### config.mk
export PLATFORM = sky130hd
export DESIGN_NAME = pec_streamer_sink
export DESIGN_NICKNAME = d
export VERILOG_FILES = /design/src/rtl/pec_streamer_sink_pkg.sv /design/src/rtl/pec_streamer_sink_addr_gen.sv /design/src/rtl/pec_streamer_sink.sv
export SDC_FILE = /design/constraint.sdc
export NUM_CORES = 1
export LEC_CHECK = 0
export ABC_AREA = 1
export BUFFER_PORTS_ARGS = -buffer_cell sky130_fd_sc_hd__buf_4
export CAP_MARGIN = 20
export CORE_ASPECT_RATIO = 0.8
export CORE_UTILIZATION = 51
export CTS_BUF_LIST = sky130_fd_sc_hd__clkbuf_4 sky130_fd_sc_hd__clkbuf_8 sky130_fd_sc_hd__clkbuf_16
export DETAILED_ROUTE_END_ITERATION = 16
export PLACE_DENSITY_LB_ADDON = 0.08
export RECOVER_POWER = 25
export SETUP_SLACK_MARGIN = 0.05
export SYNTH_ARGS = -nofsm -noshare
export SYNTH_HDL_FRONTEND = slang
export SYNTH_HIERARCHICAL = 1
export SYNTH_SLANG_ARGS = --single-unit
### constraint.sdc
create_clock -name clk_i -period 2.5 [get_ports clk_i]
set_input_delay 0.125 -clock clk_i [delete_from_list [all_inputs] [get_ports clk_i]]
set_output_delay 0.125 -clock clk_i [all_outputs]
set_load 0.02 [all_outputs]
### src/rtl/pec_streamer_sink_pkg.sv
// Shared types for the PEC streamer sink: FSM state encoding and the
// current/next state pair used by the control logic.
package pec_package;

    typedef enum logic [1:0] {
        SNK_READY        = 2'd0,
        SNK_BUSY         = 2'd1,
        SNK_BUFF_OUTPUT  = 2'd2,
        SNK_STORE_OUTPUT = 2'd3
    } pec_streamer_sink_fsm_e;

    typedef struct packed {
        pec_streamer_sink_fsm_e curr_state;
        pec_streamer_sink_fsm_e next_state;
    } pec_snk_fsm_state_t;

endpackage

### src/rtl/pec_streamer_sink_addr_gen.sv
// Vector/word counters and running byte address for the streamer sink;
// the address is accumulated so no multiplier sits in the request path.
module pec_sink_addr_gen #(
    parameter int ADDR_W = 32,
    parameter int CNT_W  = 16,
    parameter int WORDS  = 8,
    parameter int BYTES  = 4,
    parameter int WC_W   = 3
) (
    input  logic              clk_i,
    input  logic              rst_ni,
    input  logic              init_i,
    input  logic [ADDR_W-1:0] base_i,
    input  logic [ADDR_W-1:0] stride_i,
    input  logic [CNT_W-1:0]  n_vectors_i,
    input  logic              clr_word_i,
    input  logic              word_adv_i,
    input  logic              vec_adv_i,
    output logic [ADDR_W-1:0] addr_o,
    output logic [WC_W-1:0]   word_cnt_o,
    output logic              last_word_o,
    output logic              last_vector_o,
    output logic              n_zero_o
);

    localparam logic [WC_W-1:0]   LAST_WORD = WC_W'(WORDS - 1);
    localparam logic [ADDR_W-1:0] WORD_INC  = ADDR_W'(BYTES);

    logic [ADDR_W-1:0] r_stride;
    logic [ADDR_W-1:0] r_vec_base;
    logic [ADDR_W-1:0] r_addr;
    logic [CNT_W-1:0]  r_n_vectors;
    logic [CNT_W-1:0]  r_vec_cnt;
    logic [WC_W-1:0]   r_word_cnt;
    logic [ADDR_W-1:0] w_next_vec_base;

    // Adders wrap modulo 2^ADDR_W by construction.
    assign w_next_vec_base = r_vec_base + r_stride;

    // NOTE: sequential state uses non-blocking assignments so every flop
    // samples the pre-edge values of its peers.
    always_ff @(posedge clk_i or negedge rst_ni) begin
        if (!rst_ni) begin
            r_stride    <= '0;
            r_vec_base  <= '0;
            r_addr      <= '0;
            r_n_vectors <= '0;
            r_vec_cnt   <= '0;
            r_word_cnt  <= '0;
        end else if (init_i) begin
            r_stride    <= stride_i;
            r_vec_base  <= base_i;
            r_addr      <= base_i;
            r_n_vectors <= n_vectors_i;
            r_vec_cnt   <= '0;
            r_word_cnt  <= '0;
        end else if (vec_adv_i) begin
            r_vec_cnt   <= r_vec_cnt + 1'b1;
            r_vec_base  <= w_next_vec_base;
            r_addr      <= w_next_vec_base;
            r_word_cnt  <= '0;
        end else if (word_adv_i) begin
            r_word_cnt  <= r_word_cnt + 1'b1;
            r_addr      <= r_addr + WORD_INC;
        end else if (clr_word_i) begin
            r_word_cnt  <= '0;
            r_addr      <= r_vec_base;
        end
    end

    // Comparing against n-1 keeps vec_cnt within CNT_W even for n = 2^CNT_W-1.
    assign addr_o        = r_addr;
    assign word_cnt_o    = r_word_cnt;
    assign last_word_o   = (r_word_cnt == LAST_WORD);
    assign last_vector_o = (r_vec_cnt == (r_n_vectors - 1'b1));
    assign n_zero_o      = (r_n_vectors == '0);

endmodule

### src/rtl/pec_streamer_sink.sv
// PEC streamer sink: buffers one array output vector, then writes it out as
// DATA_W words over a req/gnt port. Optional ReLU at capture: PEC_SNK_RELU_EN.
module pec_streamer_sink
    import pec_package::*;
#(
    parameter int N_COLS = 32,
    parameter int ELEM_W = 8,
    parameter int DATA_W = 32,
    parameter int ADDR_W = 32,
    parameter int CNT_W  = 16
) (
    input  logic                     clk_i,
    input  logic                     rst_ni,
    input  logic                     start_i,
    input  logic [ADDR_W-1:0]        cfg_base_addr_i,
    input  logic [ADDR_W-1:0]        cfg_stride_i,
    input  logic [CNT_W-1:0]         cfg_n_vectors_i,
    output logic                     busy_o,
    output logic                     done_o,
    input  logic                     vec_valid_i,
    output logic                     vec_ready_o,
    input  logic [N_COLS*ELEM_W-1:0] vec_data_i,
    output logic                     mem_req_o,
    input  logic                     mem_gnt_i,
    output logic [ADDR_W-1:0]        mem_addr_o,
    output logic [DATA_W-1:0]        mem_wdata_o,
    output logic                     mem_we_o,
    output logic [DATA_W/8-1:0]      mem_be_o
);

    localparam int VEC_W = N_COLS * ELEM_W;
    localparam int WORDS = VEC_W / DATA_W;
    localparam int BYTES = DATA_W / 8;
    localparam int WC_W  = (WORDS > 1) ? $clog2(WORDS) : 1;

    pec_streamer_sink_fsm_e r_state;
    pec_snk_fsm_state_t     w_fsm;
    logic [VEC_W-1:0]       r_buf;
    logic [VEC_W-1:0]       w_captured;
    logic                   r_done;

    logic                   w_start, w_accept, w_gnt, w_word_adv, w_vec_adv;
    logic [ADDR_W-1:0]      w_addr;
    logic [WC_W-1:0]        w_word_cnt;
    logic                   w_last_word, w_last_vector, w_n_zero;

    assign w_start    = (r_state == SNK_READY) && start_i;
    assign w_accept   = (r_state == SNK_BUFF_OUTPUT) && vec_valid_i;
    assign w_gnt      = (r_state == SNK_STORE_OUTPUT) && mem_gnt_i;
    assign w_word_adv = w_gnt && !w_last_word;
    assign w_vec_adv  = w_gnt && w_last_word;

    pec_sink_addr_gen #(
        .ADDR_W (ADDR_W),
        .CNT_W  (CNT_W),
        .WORDS  (WORDS),
        .BYTES  (BYTES),
        .WC_W   (WC_W)
    ) u_addr_gen (
        .clk_i         (clk_i),
        .rst_ni        (rst_ni),
        .init_i        (w_start),
        .base_i        (cfg_base_addr_i),
        .stride_i      (cfg_stride_i),
        .n_vectors_i   (cfg_n_vectors_i),
        .clr_word_i    (w_accept),
        .word_adv_i    (w_word_adv),
        .vec_adv_i     (w_vec_adv),
        .addr_o        (w_addr),
        .word_cnt_o    (w_word_cnt),
        .last_word_o   (w_last_word),
        .last_vector_o (w_last_vector),
        .n_zero_o      (w_n_zero)
    );

    // NOTE: every signal written here gets a default first, so no path
    // through the case leaves it unassigned and no latch is inferred.
    always_comb begin
        w_fsm.curr_state = r_state;
        w_fsm.next_state = r_state;
        case (r_state)
            SNK_READY:        if (start_i) w_fsm.next_state = SNK_BUSY;
            SNK_BUSY:         w_fsm.next_state = w_n_zero ? SNK_READY : SNK_BUFF_OUTPUT;
            SNK_BUFF_OUTPUT:  if (vec_valid_i) w_fsm.next_state = SNK_STORE_OUTPUT;
            SNK_STORE_OUTPUT: if (mem_gnt_i && w_last_word)
                                  w_fsm.next_state = w_last_vector ? SNK_READY : SNK_BUFF_OUTPUT;
        endcase
    end

    always_comb begin
        w_captured = vec_data_i;
`ifdef PEC_SNK_RELU_EN
        for (int k = 0; k < N_COLS; k++) begin
            if (vec_data_i[k*ELEM_W + ELEM_W-1]) w_captured[k*ELEM_W +: ELEM_W] = '0;
        end
`endif
    end

    // NOTE: the vector buffer is a plain register bank, so it can take the
    // async reset; a RAM-mapped buffer would be left unreset instead.
    always_ff @(posedge clk_i or negedge rst_ni) begin
        if (!rst_ni) begin
            r_state <= SNK_READY;
            r_buf   <= '0;
            r_done  <= 1'b0;
        end else begin
            r_state <= w_fsm.next_state;
            r_done  <= ((r_state == SNK_BUSY) && w_n_zero) || (w_vec_adv && w_last_vector);
            if (w_accept) r_buf <= w_captured;
        end
    end

    // Memory-side outputs are zero whenever no request is outstanding.
    assign busy_o      = (w_fsm.curr_state != SNK_READY);
    assign done_o      = r_done;
    assign vec_ready_o = (w_fsm.curr_state == SNK_BUFF_OUTPUT);
    assign mem_req_o   = (w_fsm.curr_state == SNK_STORE_OUTPUT);
    assign mem_we_o    = mem_req_o;
    assign mem_be_o    = {BYTES{mem_req_o}};
    assign mem_addr_o  = mem_req_o ? w_addr : '0;
    assign mem_wdata_o = mem_req_o ? r_buf[int'(w_word_cnt)*DATA_W +: DATA_W] : '0;

endmodule

======== After elaboration in Yosys (flattened, before gate mapping) ========
Cells that the tools add are included.
word-level totals
  register bits ........................... 390
  bits in latches ......................... 0
  memory bits (writable) .................. 0
  ROM bits ................................ 0
  input bits .............................. 341
  output and inout bits ................... 73
  word-level logic and storage cells ...... 59
  memories kept ........................... 0
cells by class
  $add $sub $neg .......................... 5
  $mul .................................... 0
  div/mod/pow operators ................... 0
  $lt $le $gt $ge ......................... 0
  equality and inequality tests ........... 8
  shift operators ......................... 1
  mux-type cells .......................... 20
  bitwise gates (word level) .............. 0
  reductions and logical operators ........ 16
operators by type and width
  kind                     count
  $mux W32                 8
  $shiftx A256 B9 Y32      1
  $add A32 B3 Y32 const B  1
  $add A32 B32 Y32         1
  $mux W16                 2
  $add A16 B1 Y16 const B  1
  $eq A16 B16 Y1           1
  $logic_not A16 Y1        1
  $sub A16 B1 Y16 const B  1
  $mux W3                  4
  $mux W2                  5
  $logic_and A1 B1 Y1      8
  $pmux W2 S4              1
  $eq A2 B2 Y1 const B     2
  $ne A2 B2 Y1 const B     2
  $reduce_bool A2 Y1       2
  $reduce_bool A4 Y1       1
  $add A3 B1 Y3 const B    1
  $eq A3 B3 Y1 const B     1
  $reduce_and A3 Y1        1
  $eq A2 B1 Y1 const B     1
  $logic_not A2 Y1         1
  $ne A2 B1 Y1 const B     1
  $logic_not A1 Y1         1
  $logic_or A1 B1 Y1       1

======== Depth between registers and ports, before layout ========
  word-level depth ........................ 6
  gate-level depth with buffers ........... 14
  mapped depth without buffers ............ 14

======== Hierarchy ========
Netlist, hierarchy kept.
modules (own cells, without submodules)
  module             instances  cells an instance  area each (um^2)  seq. area each (um^2)
  pec_streamer_sink  1          1780               13213.9           6481.2
  pec_sink_addr_gen  1          1476               9445.3            3278.1

======== Worst setup path before layout ========
OpenSTA, ideal clock, no wires.
  kind .................................... register to register
  from .................................... register u_addr_gen.r_word_cnt[0] (netlist: u_addr_gen/word_cnt_o[0])
  to ...................................... register u_addr_gen.r_vec_cnt[13]
  setup time .............................. 123 ps
  data arrival time ....................... 2219 ps
  slack ................................... 158 ps
  cell stages (with the launch flop) ...... 12
  cell sequence ........................... dfrtp_1 ha_1 ha_1 inv_1 nor3_1 inv_2 nor4_4 nand3_2 nor2_1 nand2_1 nor3b_1 nor2_1
on the way
  cells in the longest elaborated chain, start to end .. 3
RTL lines
  what                                 RTL line                          RTL
  from (decl)                          pec_streamer_sink_addr_gen.sv:34  logic [WC_W-1:0] r_word_cnt;
  from (signal assigned)               pec_streamer_sink_addr_gen.sv:63  r_word_cnt <= r_word_cnt + 1'b1;
  $eq A3 B3 Y1                         pec_streamer_sink_addr_gen.sv:74  assign last_word_o = (r_word_cnt == LAST_WORD);
  net w_last_word                      pec_streamer_sink.sv:45           logic w_last_word, w_last_vector, w_n_zero;
  $logic_and A1 B1 Y1                  pec_streamer_sink.sv:51           assign w_vec_adv = w_gnt && w_last_word;
  net w_vec_adv                        pec_streamer_sink.sv:42           logic w_start, w_accept, w_gnt, w_word_adv, w_vec_adv;
  $reduce_bool A2 Y1 (no source line)  --
  to (signal assigned)                 pec_streamer_sink_addr_gen.sv:58  r_vec_cnt <= r_vec_cnt + 1'b1;
  to (decl)                            pec_streamer_sink_addr_gen.sv:33  logic [CNT_W-1:0] r_vec_cnt;
The timed path passes the listed nets, and every way through them passes these cells.
A chain may end at the register's enable or synchronous reset.

======== Final worst setup path ========
  from .................................... register u_addr_gen.r_word_cnt[0] (netlist: u_addr_gen/word_cnt_o[0])
  to ...................................... output mem_wdata_o[29]
on the way
  cells in the longest elaborated chain, start to end .. 2
RTL lines
  what                 RTL line                  RTL
  $shiftx A256 B9 Y32  pec_streamer_sink.sv:121  assign mem_wdata_o = mem_req_o ? r_buf[int'(w_word_cnt)*DATA_W +: DATA_W] : '0;
  $mux W32             pec_streamer_sink.sv:121
  to (decl)            pec_streamer_sink.sv:26   output logic [DATA_W-1:0] mem_wdata_o,
Every way passes these cells.

==> results.txt <==
Vias: 24800
Wirelength, routed: 87900 µm
Unrepaired setup endpoints after global routing: yes
Mapped Cells: 3256
Worst Hold Depth: 5
Cell area after synthesis: 0.0227 mm²
Final hold vios: 0
Sequential fraction of the synthesis area: 43.1%
Startpoint types: flop
Total core area: 0.0435 mm²
Most frequent cells in the layout: nand2_1 (1132), inv_1 (481), buf_4 (441), dfrtp_1 (387), dlygate4sd3_1 (338)
CTS tree: built
Final nets: 4346
Clock-pin slew on the worst setup and hold paths: 60 ps
Max-cap violations: 1
Largest cells by area after synthesis: dfrtp_1 (43%), nand2_1 (19%), inv_1 (8.0%)
Adder-Cell Fraction of Synth Area: 2.08%
R2R Setup Slk: 160 ps
IO buf count: 413
Endpoints failing setup: 0
Initial antenna violation count: 6
Sink Count: 390
Pwr Density: 1160 mW/mm²
Layout cell share with drive strength beyond 1: 17.0%
Syn-to-layout area delta: 39.8%
Worst clock skew: 10.5 ps
Residual DRC: 0
First-pass detailed-route iteration total: 8
Hold endpoint: u_addr_gen/r_vec_base[2]
Final worst-path cycle share: 99.9%
Die area: 0.0453 mm²
Clock root cell: clkbuf_16
Dpl hpwl: 56400 µm
Crit Path Max Fanout: 5
CP Cell Sequence: buf_16 > inv_16 > buf_16 > bufbuf_16 > nand2_1 > nand3_2 > nand3_2 > nand2_2 > nor2_2 > buf_4
Clock buffer depth: 3
GRT overflow: 0
Yosys warnings: 6
Crit. Startpoint: u_addr_gen/word_cnt_o[0]
Hold Startpoint: cfg_base_addr_i[2]
R2R cell count: 14
Starting Density: 52.1%
Drt via density: 5.39
Max stage delay cell, worst path: dfrtp_4
RR Startpoint: u_addr_gen/word_cnt_o[0]
GP Congestion: 0.973
Peak VDD IR: 0.975 mV
ANT nets after route: 0
Clk_lat worst skew: 570 ps
First-pass GRT wire length: 134000 µm
Ys flop type: dfrtp_1
Slowest cell delay on critical path: 520 ps
Outcome: complete, but fails checks
Post-synth top area cell: dfrtp_1
Largest net degree at the start of global routing: 130
Reg-to-reg endpoint: u_addr_gen/r_vec_cnt[14]
Kind of critical path: reg2out
Drt wl/cell: 19.1 µm
XOR/XNOR Fraction of Synth Area: 1.24%
CP Data Required Time: 2380 ps
Failing checks: max-capacitance violations, max-slew violations
Die Wd: 238 µm
Compound-Gate Fraction of Synth Area: 10.7%
Worst rel slew slack: -36.9%
Share of the synthesized area in the top cell type: 43.1%
# rows: 68
Fmax: 400 MHz
Asr flop ratio synth: 100%
Vias in the first global route: 23900
Yosys reg bits: 390
Avg Cell Area, Syn: 6.96 µm²
Crit path arrival time: 2370 ps
Worst-Margin Slew: 2050 ps
Die extent in y: 191 µm
Num ports: 414
Mux share of post-synthesis cell area: 0%
Synthesized Nets: 3634
Final Critical Period: 2500 ps
Lkg Pwr: 16.4 nW
Initial DRC count: 2557
TritonCTS Buffers: 42
Combinational family with the most area after synthesis: simple AND/OR/NAND/NOR gates
EDFF count, synth: 0
Synth cell types: 52
Pins Over Slew Limit: 72
Crit end category: output port
Commonest non-fill, non-tap cell in the layout: nand2_1
Simple-gate share of the synthesized area: 30.6%
Min Hold Slack: 78.1 ps
GRT Total Usage: 38.3%
# H-tree levels: 2
Fillers: 3301
Hold crit path type: in2reg
Power, Total: 0.0368 W
## cell families (layout without fill, tap and decap cells)
logic type / Yosys count / in the layout
buf+inv: 645 / 1385
flops: 390 / 390
simple gates: 1710 / 1710
other cells: 0 / 5
compound gates: 445 / 445
fa+ha+maj: 37 / 37
xor+xnor: 29 / 29
## through the flow
| stage | util (%) | setup TNS (ps) | setup slack, ps | cells | cell area [µm²] |
|---|---|---|---|---|---|
| floorplan | - | 0 | 158 | 3256 | 22700 |
| global placement | 60.1 | 0 | 134 | 4160 | 26100 |
| detailed placement | 60.1 | 0 | 99.9 | 4160 | 26100 |
| CTS | 72.4 | -8.33 | -8.33 | 4585 | 31500 |
| global route | 72.9 | -92.5 | -36.0 | 4594 | 31700 |
| finish | 72.9 | 0 | 1.33 | 4596 | 31700 |
## timing repair
action                                  in CTS  in global routing
endpoints found under the setup margin      33                 63
gates resized for setup                     52                 51
pin swaps                                    7                 13
gates cloned                                10                  1
buffers inserted                             5                  5
endpoints found under the hold margin      424                  0
hold buffers                               338                  0
## registers in the layout (all words and copies together), names as in the netlist
register and cells:
u_addr_gen/word_cnt_o 3, u_addr_gen/addr_o 32, u_addr_gen/r_n_vectors 16, r_state 2
u_addr_gen/r_stride 32, r_buf 256, u_addr_gen/r_vec_cnt 16, u_addr_gen/r_vec_base 32
done_o 1
## metal layers
metal  up-vias  share of wire, %  global-route usage (%)
met2      1396                42                    55.4
met3       301                11                    9.58
met4         2               5.3                    18.6
met1     11600                42                    53.6
met5         -             0.015                       0
li1      11500                 -                       -
## how the worst max path moves through the flow
stage / endpoint / slack (ps) / cells after the start
2_1_floorplan: u_addr_gen/r_vec_cnt[13] / 160 / 11
3_3_place_gp: u_addr_gen/addr_o[15] / 130 / 14
3_5_place_dp: u_addr_gen/addr_o[21] / 100 / 14
4_1_cts: u_addr_gen/addr_o[21] / -8 / 14
5_1_grt: mem_wdata_o[29] / -40 / 10
6_report: mem_wdata_o[29] / 1 / 10
## cells in the mapped netlist, types with 30 or more instances
cell         n
dfrtp_1    390
buf_6       30
o21ai_1     74
buf_2       59
nor2_1     244
o21ai_2     30
inv_1      483
ha_1        36
a21oi_1     91
nand3_1    258
nand2_1   1146
clkbuf_1    32
o21ai_0    218
## report_power, final
part	switching, W	internal (W)	total [W]
Sequential	0.00150	0.00905	0.0106
Combinational	0.0126	0.00723	0.0198
Clock	0.00264	0.00383	0.00647
Total	0.0167	0.0201	0.0368
## area by class of cell
class	count	area [µm²]	area share, %
diodes	5	12.5	0.0395
inverters	493	1890	5.96
clock buffers	65	1320	4.15
repair buffers	820	7490	23.7
well taps	595	744	2.35
clock inverters	7	96.3	0.304
multi-input cells	2221	10400	32.7
flip-flops and latches	390	9770	30.8
## critical path: cells and delay by family (launching register included)
family	cells	cell delay, ps
simple gates	5	450
buf+inv	5	820
flops	1	520
Note: power is estimated with default switching activity, not from simulation.
